<file path="config.mk">
export PLATFORM = sky130hd
export DESIGN_NAME = trirng_pool
export DESIGN_NICKNAME = d
export VERILOG_FILES = /design/src/rtl/trirng_pool.sv
export SDC_FILE = /design/constraint.sdc
export NUM_CORES = 1
export LEC_CHECK = 0
export CORE_MARGIN = 4
export CORE_UTILIZATION = 30
export CTS_BUF_LIST = sky130_fd_sc_hd__clkbuf_8
export CTS_CLUSTER_DIAMETER = 200
export DETAILED_ROUTE_END_ITERATION = 12
export GPL_TIMING_DRIVEN = 0
export PLACE_DENSITY_LB_ADDON = 0.12
export SYNTH_ARGS = -nofsm -noshare
export SYNTH_HDL_FRONTEND = slang
export SYNTH_SLANG_ARGS = --single-unit
</file>
<file path="constraint.sdc">
create_clock -name clk -period 3.2 [get_ports clk]
set_input_delay 0.32 -clock clk [delete_from_list [all_inputs] [get_ports clk]]
set_output_delay 0.32 -clock clk [all_outputs]
set_load 0.01 [all_outputs]
</file>
<file path="src/rtl/trirng_pool.sv">
// Health-checked FIFO stage behind trirng: discards a warm-up window, screens the
// stream for illegal trits and stuck runs, and buffers good words for the CPU.
module trirng_pool #(
    parameter int unsigned DEPTH     = 4,
    parameter int unsigned WARMUP    = 64,
    parameter int unsigned REP_LIMIT = 4
) (
    input  logic                         clk,
    input  logic                         rst,
    input  logic [17:0]                  i_num,
    input  logic                         i_take,
    output logic [17:0]                  o_num,
    output logic                         o_valid,
    output logic [$clog2(DEPTH+1)-1:0]   o_level,
    output logic                         o_err
);

    localparam int unsigned LW = $clog2(DEPTH + 1);
    localparam int unsigned PW = $clog2(DEPTH);
    localparam int unsigned WW = $clog2(WARMUP + 1);
    localparam int unsigned RW = $clog2(REP_LIMIT + 1);

    typedef enum logic [1:0] {WARM, RUN, FAIL} state_t;

    state_t          state_q, state_d;
    logic [WW-1:0]   warm_q, warm_d;
    logic [RW-1:0]   run_q, run_d;
    logic [17:0]     prev_q, prev_d;
    logic            prev_vld_q, prev_vld_d;
    logic [PW-1:0]   wr_q, wr_d, rd_q, rd_d;
    logic [LW-1:0]   level_q, level_d;
    logic            valid_q, valid_d;
    logic            err_q, err_d;
    logic [17:0]     mem_q [DEPTH];

    logic            illegal, bad, pop, push;

    always_comb begin
        illegal = 1'b0;
        for (int unsigned k = 0; k < 9; k++) begin
            if (i_num[2*k +: 2] == 2'b10) illegal = 1'b1;
        end
    end

    always_comb begin
        state_d    = state_q;
        warm_d     = warm_q;
        run_d      = run_q;
        prev_d     = prev_q;
        prev_vld_d = prev_vld_q;
        wr_d       = wr_q;
        rd_d       = rd_q;
        level_d    = level_q;
        bad        = 1'b0;
        pop        = 1'b0;
        push       = 1'b0;

        if (state_q != FAIL) begin
            if (prev_vld_q && (i_num == prev_q)) begin
                run_d = (run_q == RW'(REP_LIMIT)) ? run_q : run_q + RW'(1);
            end else begin
                run_d = RW'(1);
            end
            prev_d     = i_num;
            prev_vld_d = 1'b1;
            bad        = illegal || (run_d == RW'(REP_LIMIT));
            pop        = i_take && valid_q;
            // Full is judged on the stored count; a same-edge pop frees the slot.
            push       = (state_q == RUN) && !bad && ((level_q != LW'(DEPTH)) || pop);
        end

        case (state_q)
            WARM: begin
                if (bad) begin
                    state_d = FAIL;
                end else begin
                    warm_d = warm_q + WW'(1);
                    if (warm_q == WW'(WARMUP - 1)) state_d = RUN;
                end
            end
            RUN: begin
                if (bad) begin
                    state_d = FAIL;
                    wr_d    = '0;
                    rd_d    = '0;
                    level_d = '0;
                end else begin
                    if (push) wr_d = wr_q + PW'(1);
                    if (pop)  rd_d = rd_q + PW'(1);
                    case ({push, pop})
                        2'b10:   level_d = level_q + LW'(1);
                        2'b01:   level_d = level_q - LW'(1);
                        default: level_d = level_q;
                    endcase
                end
            end
            default: ;
        endcase

        valid_d = (state_d == RUN) && (level_d != '0);
        err_d   = err_q || (state_d == FAIL);
    end

    always_ff @(posedge clk or negedge rst) begin
        if (!rst) begin
            state_q    <= WARM;
            warm_q     <= '0;
            run_q      <= '0;
            prev_q     <= '0;
            prev_vld_q <= 1'b0;
            wr_q       <= '0;
            rd_q       <= '0;
            level_q    <= '0;
            valid_q    <= 1'b0;
            err_q      <= 1'b0;
            for (int unsigned i = 0; i < DEPTH; i++) mem_q[i] <= '0;
        end else begin
            state_q    <= state_d;
            warm_q     <= warm_d;
            run_q      <= run_d;
            prev_q     <= prev_d;
            prev_vld_q <= prev_vld_d;
            wr_q       <= wr_d;
            rd_q       <= rd_d;
            level_q    <= level_d;
            valid_q    <= valid_d;
            err_q      <= err_d;
            if (push) mem_q[wr_q] <= i_num;
        end
    end

    assign o_num   = mem_q[rd_q];
    assign o_valid = valid_q;
    assign o_level = level_q;
    assign o_err   = err_q;

endmodule
</file>
==> run metrics <==
final setup margin 0.2626 ns; row cnt 48; Initial Util 30.67%; core area 0.01736 mm^2; Sw Share a little under a quarter; mean post-synth cell area 13.24 um^2; initial antenna violation count 0; CTS root buffer clkbuf_8; pin count of the biggest net entering global routing 84; Ys Warns 0; Synth Area in XOR/XNOR 4.607%; async set or reset register ratio after synthesis 100.0%; RSZ-0062 raised after global routing false; final slew viol count 0; Crit. End Element register; post-synthesis simple-gate area fraction 9.285%; total power 2.354 mW; clk_lat worst skew 0.38 ns; Post-Place Worst Slack -0.8562 ns; post-route cell area around 0.0063 mm^2; Hold Fails Final Rpt 0; number of DRC markers in iteration 0 126; Post-Synthesis Cells 402; crit path time final between 2 and 3 ns; Relative slew margins 40.03%; DR WL/cell roughly 17 um; die area 0.01994 mm^2; Area growth syn-to-layout 18.59%; Die X 141.2 um; CTS Sinks 112; clock network power share 35.1%; Int Pwr 1.805 mW; vias in the first global route 3482; Slew @ Worst Pin roughly 0.9 ns; IO Pins 44; CP Data Arrival Time 3.21 ns; Fillers 1693; f_max 0.3404 GHz; Leak Pwr roughly 3 nW; Required @ worst endpoint 3.47 ns; drt via density 4.722; DR DRC count 0; total wire length 11890 um; buffers from clock root to sink, at most 2; Top FF cell, synth dfrtp_1; Comb pwr share 4.8%; Sequential Power Share 60.1%; first-pass GRT wire length 19520 um; P_sw 0.5490 mW; PwrDens 372.9 mW/mm^2; final core utilization around 36%; fraction of layout cells with a size suffix above 1 between 20% and 30%; DR pass1 iterations 4; ANT nets after route 0; CTS H-tree lvls 3; crit share post-route 91.80%; Port Buffers 43; gr usage total between 10% and 20%; post-synthesis mux area share around a quarter; DPL Wire Length slightly above 8000 um; n_diodes 0; Setup-failing EPs final 0; CTS tree yes; crit start category register; status finished clean; Clock transition at path regs 0.10 ns; Post-synth EDFFs 0; routability cong. 0.7319; Post-Syn Area 0.005323 mm^2; main combinational cell family by area after synthesis multiplexers; Synth Register Bits 112; CTS buffer count 9; Netlist cell types a little over 40; CP Launch Point run_q[0]$_DFFE_PN0P_; Worst Hold Launch i_num[5]; CP Max Fanout 16; Max-Cap Viols 0; Post-Synth Adder-Cell Area 2.257%; Compound-Gate Fraction of Synth Area under 10%; critical path type reg -> reg; Hold Crit Class in -> reg; Peak VDD IR about 0.00023 V; syn_nets 432; Nets 493; Placed Area 0.006063 mm^2; reg2reg start run_q[0]$_DFFE_PN0P_; total negative slack 0 ns; Die H approximately 140 um; via count 3272; register area share after synthesis 52.66%; gr ovfl total 0; worst clock skew between 0.009 and 0.01 ns
Yosys cell counts, drive strengths merged, types with 2 or more instances:
library cell	instances	area, um^2
dfrtp	112	2803
mux2	74	870.8
nand2	52	195.2
xnor2	26	227.7
mux4	18	405.4
nand3	13	115.1
nor2	13	48.80
inv	11	41.29
o21ai	10	50.05
buf	8	50.05
clkbuf	8	30.03
ha	8	100.1
a21oi	6	30.03
nand4	5	31.28
and2	4	25.02
a31oi	3	48.80
nand2b	3	18.77
nor2b	3	18.77
nor3	3	15.01
o21a	3	22.52
a21o	2	15.01
a22o	2	17.52
and3	2	12.51
xor2	2	17.52
layout make-up:
type,instances,area [um^2],area share [%]
inverter,11,41.29,0.6541
timing repair buffer,51,504.2,7.988
multi-input combinational,263,2417,38.30
clock buffer,9,123.9,1.962
sequential,112,2804,44.42
tap,225,281.5,4.460
clock inverter,7,57.56,0.9118
buffer,15,82.58,1.308
worst paths after layout:
path                                           to  slack [ns]  cells past startpoint
setup / recovery                o_valid$_DFF_PN0_        0.26                     15
hold / removal              prev_q[5]$_DFFE_PN0P_        0.35                      3
setup reg to reg                o_valid$_DFF_PN0_        0.26                     15
hold reg to reg            prev_vld_q$_DFFE_PN0P_        0.48                      1
max in group asynchronous    run_q[0]$_DFFE_PN0P_        2.11                      3
min in group asynchronous   mem_q[67]$_DFFE_PN0P_        0.37                      2
what timing repair did:
item                       in CTS  in global routing
setup endpoints to repair       3                  5
hold buffers                    1                  0
hold endpoints to repair       29                  0
setup buffers                   2                  4
resized for setup              16                  8
pin swaps                       0                  1
state kept, by name (all words and copies together), names as in the netlist:
register,count
run_q,3
state_q,2
prev_vld_q,1
o_err,1
warm_q,7
o_valid,1
rd_q,2
mem_q,72
prev_q,18
wr_q,2
o_level,3
per-layer routing:
metal  wire length [um]  up-vias  global-route usage (%)  part of all wire [%]
li1                   -     1535                       -                     -
met1               5659     1688                   17.10                    48
met2               5723       40                   20.59                    48
met3                406        9                   3.765                   3.4
met4                101        0                   2.601                  0.85
met5                  0        -                       0                     0
cell usage in the layout, fill, tap and decap left out, types with 4 or more instances in the layout:
cell type	count
xnor2_1	26
nand3_4	4
dfrtp_1	111
clkbuf_8	9
and2_1	4
nand2_1	52
nor2_1	12
inv_1	15
clkbuf_1	7
o21ai_0	10
ha_1	6
mux4_2	18
nand4_1	5
a21oi_1	6
clkdlybuf4s50_1	28
dlygate4sd2_1	12
mux2_1	12
buf_4	6
nand3_1	9
mux2_4	10
mux2_2	52
cell families after synthesis:
logic type                 after synthesis
AOI/OAI and AO/OA                       34
and+or+nand+nor                        100
DFF                                    112
adders and majority gates                9
xor gates and xnor gates                28
buffers and inverters                   27
muxes                                   92
power groups by stage:
stage               Sequential, mW  Clock (mW)  Combinational [mW]
floorplan                     1.44           0              0.0285
global placement              1.44           0               0.114
detailed placement            1.44           0               0.119
CTS                           1.42       0.877               0.117
global route                  1.42       0.929               0.127
finish                        1.42       0.826               0.112
stage by stage:
step / cells / hold WS (ns)
after global routing: 693 / 0.3705
final: 693 / 0.3490
after floorplan: 402 / 0.02441
after detailed placement: 671 / 0.2242
after global placement: 670 / 0.4538
after CTS: 690 / 0.3610
worst max-delay path, cell delays in order, from the launching register on:
cell and delay [ns]:
dfrtp_2 0.45, inv_1 0.07, ha_2 0.21, nor2_1 0.05
nand2_1 0.07, a311oi_2 0.12, a31oi_4 0.24, buf_6 0.19
nand2_1 0.08, ha_2 0.22, fa_1 0.38, xor2_1 0.17
nand2_1 0.08, xnor2_1 0.14, o21a_1 0.12, o31a_1 0.23
No activity file was read; power rests on OpenSTA's default activity.
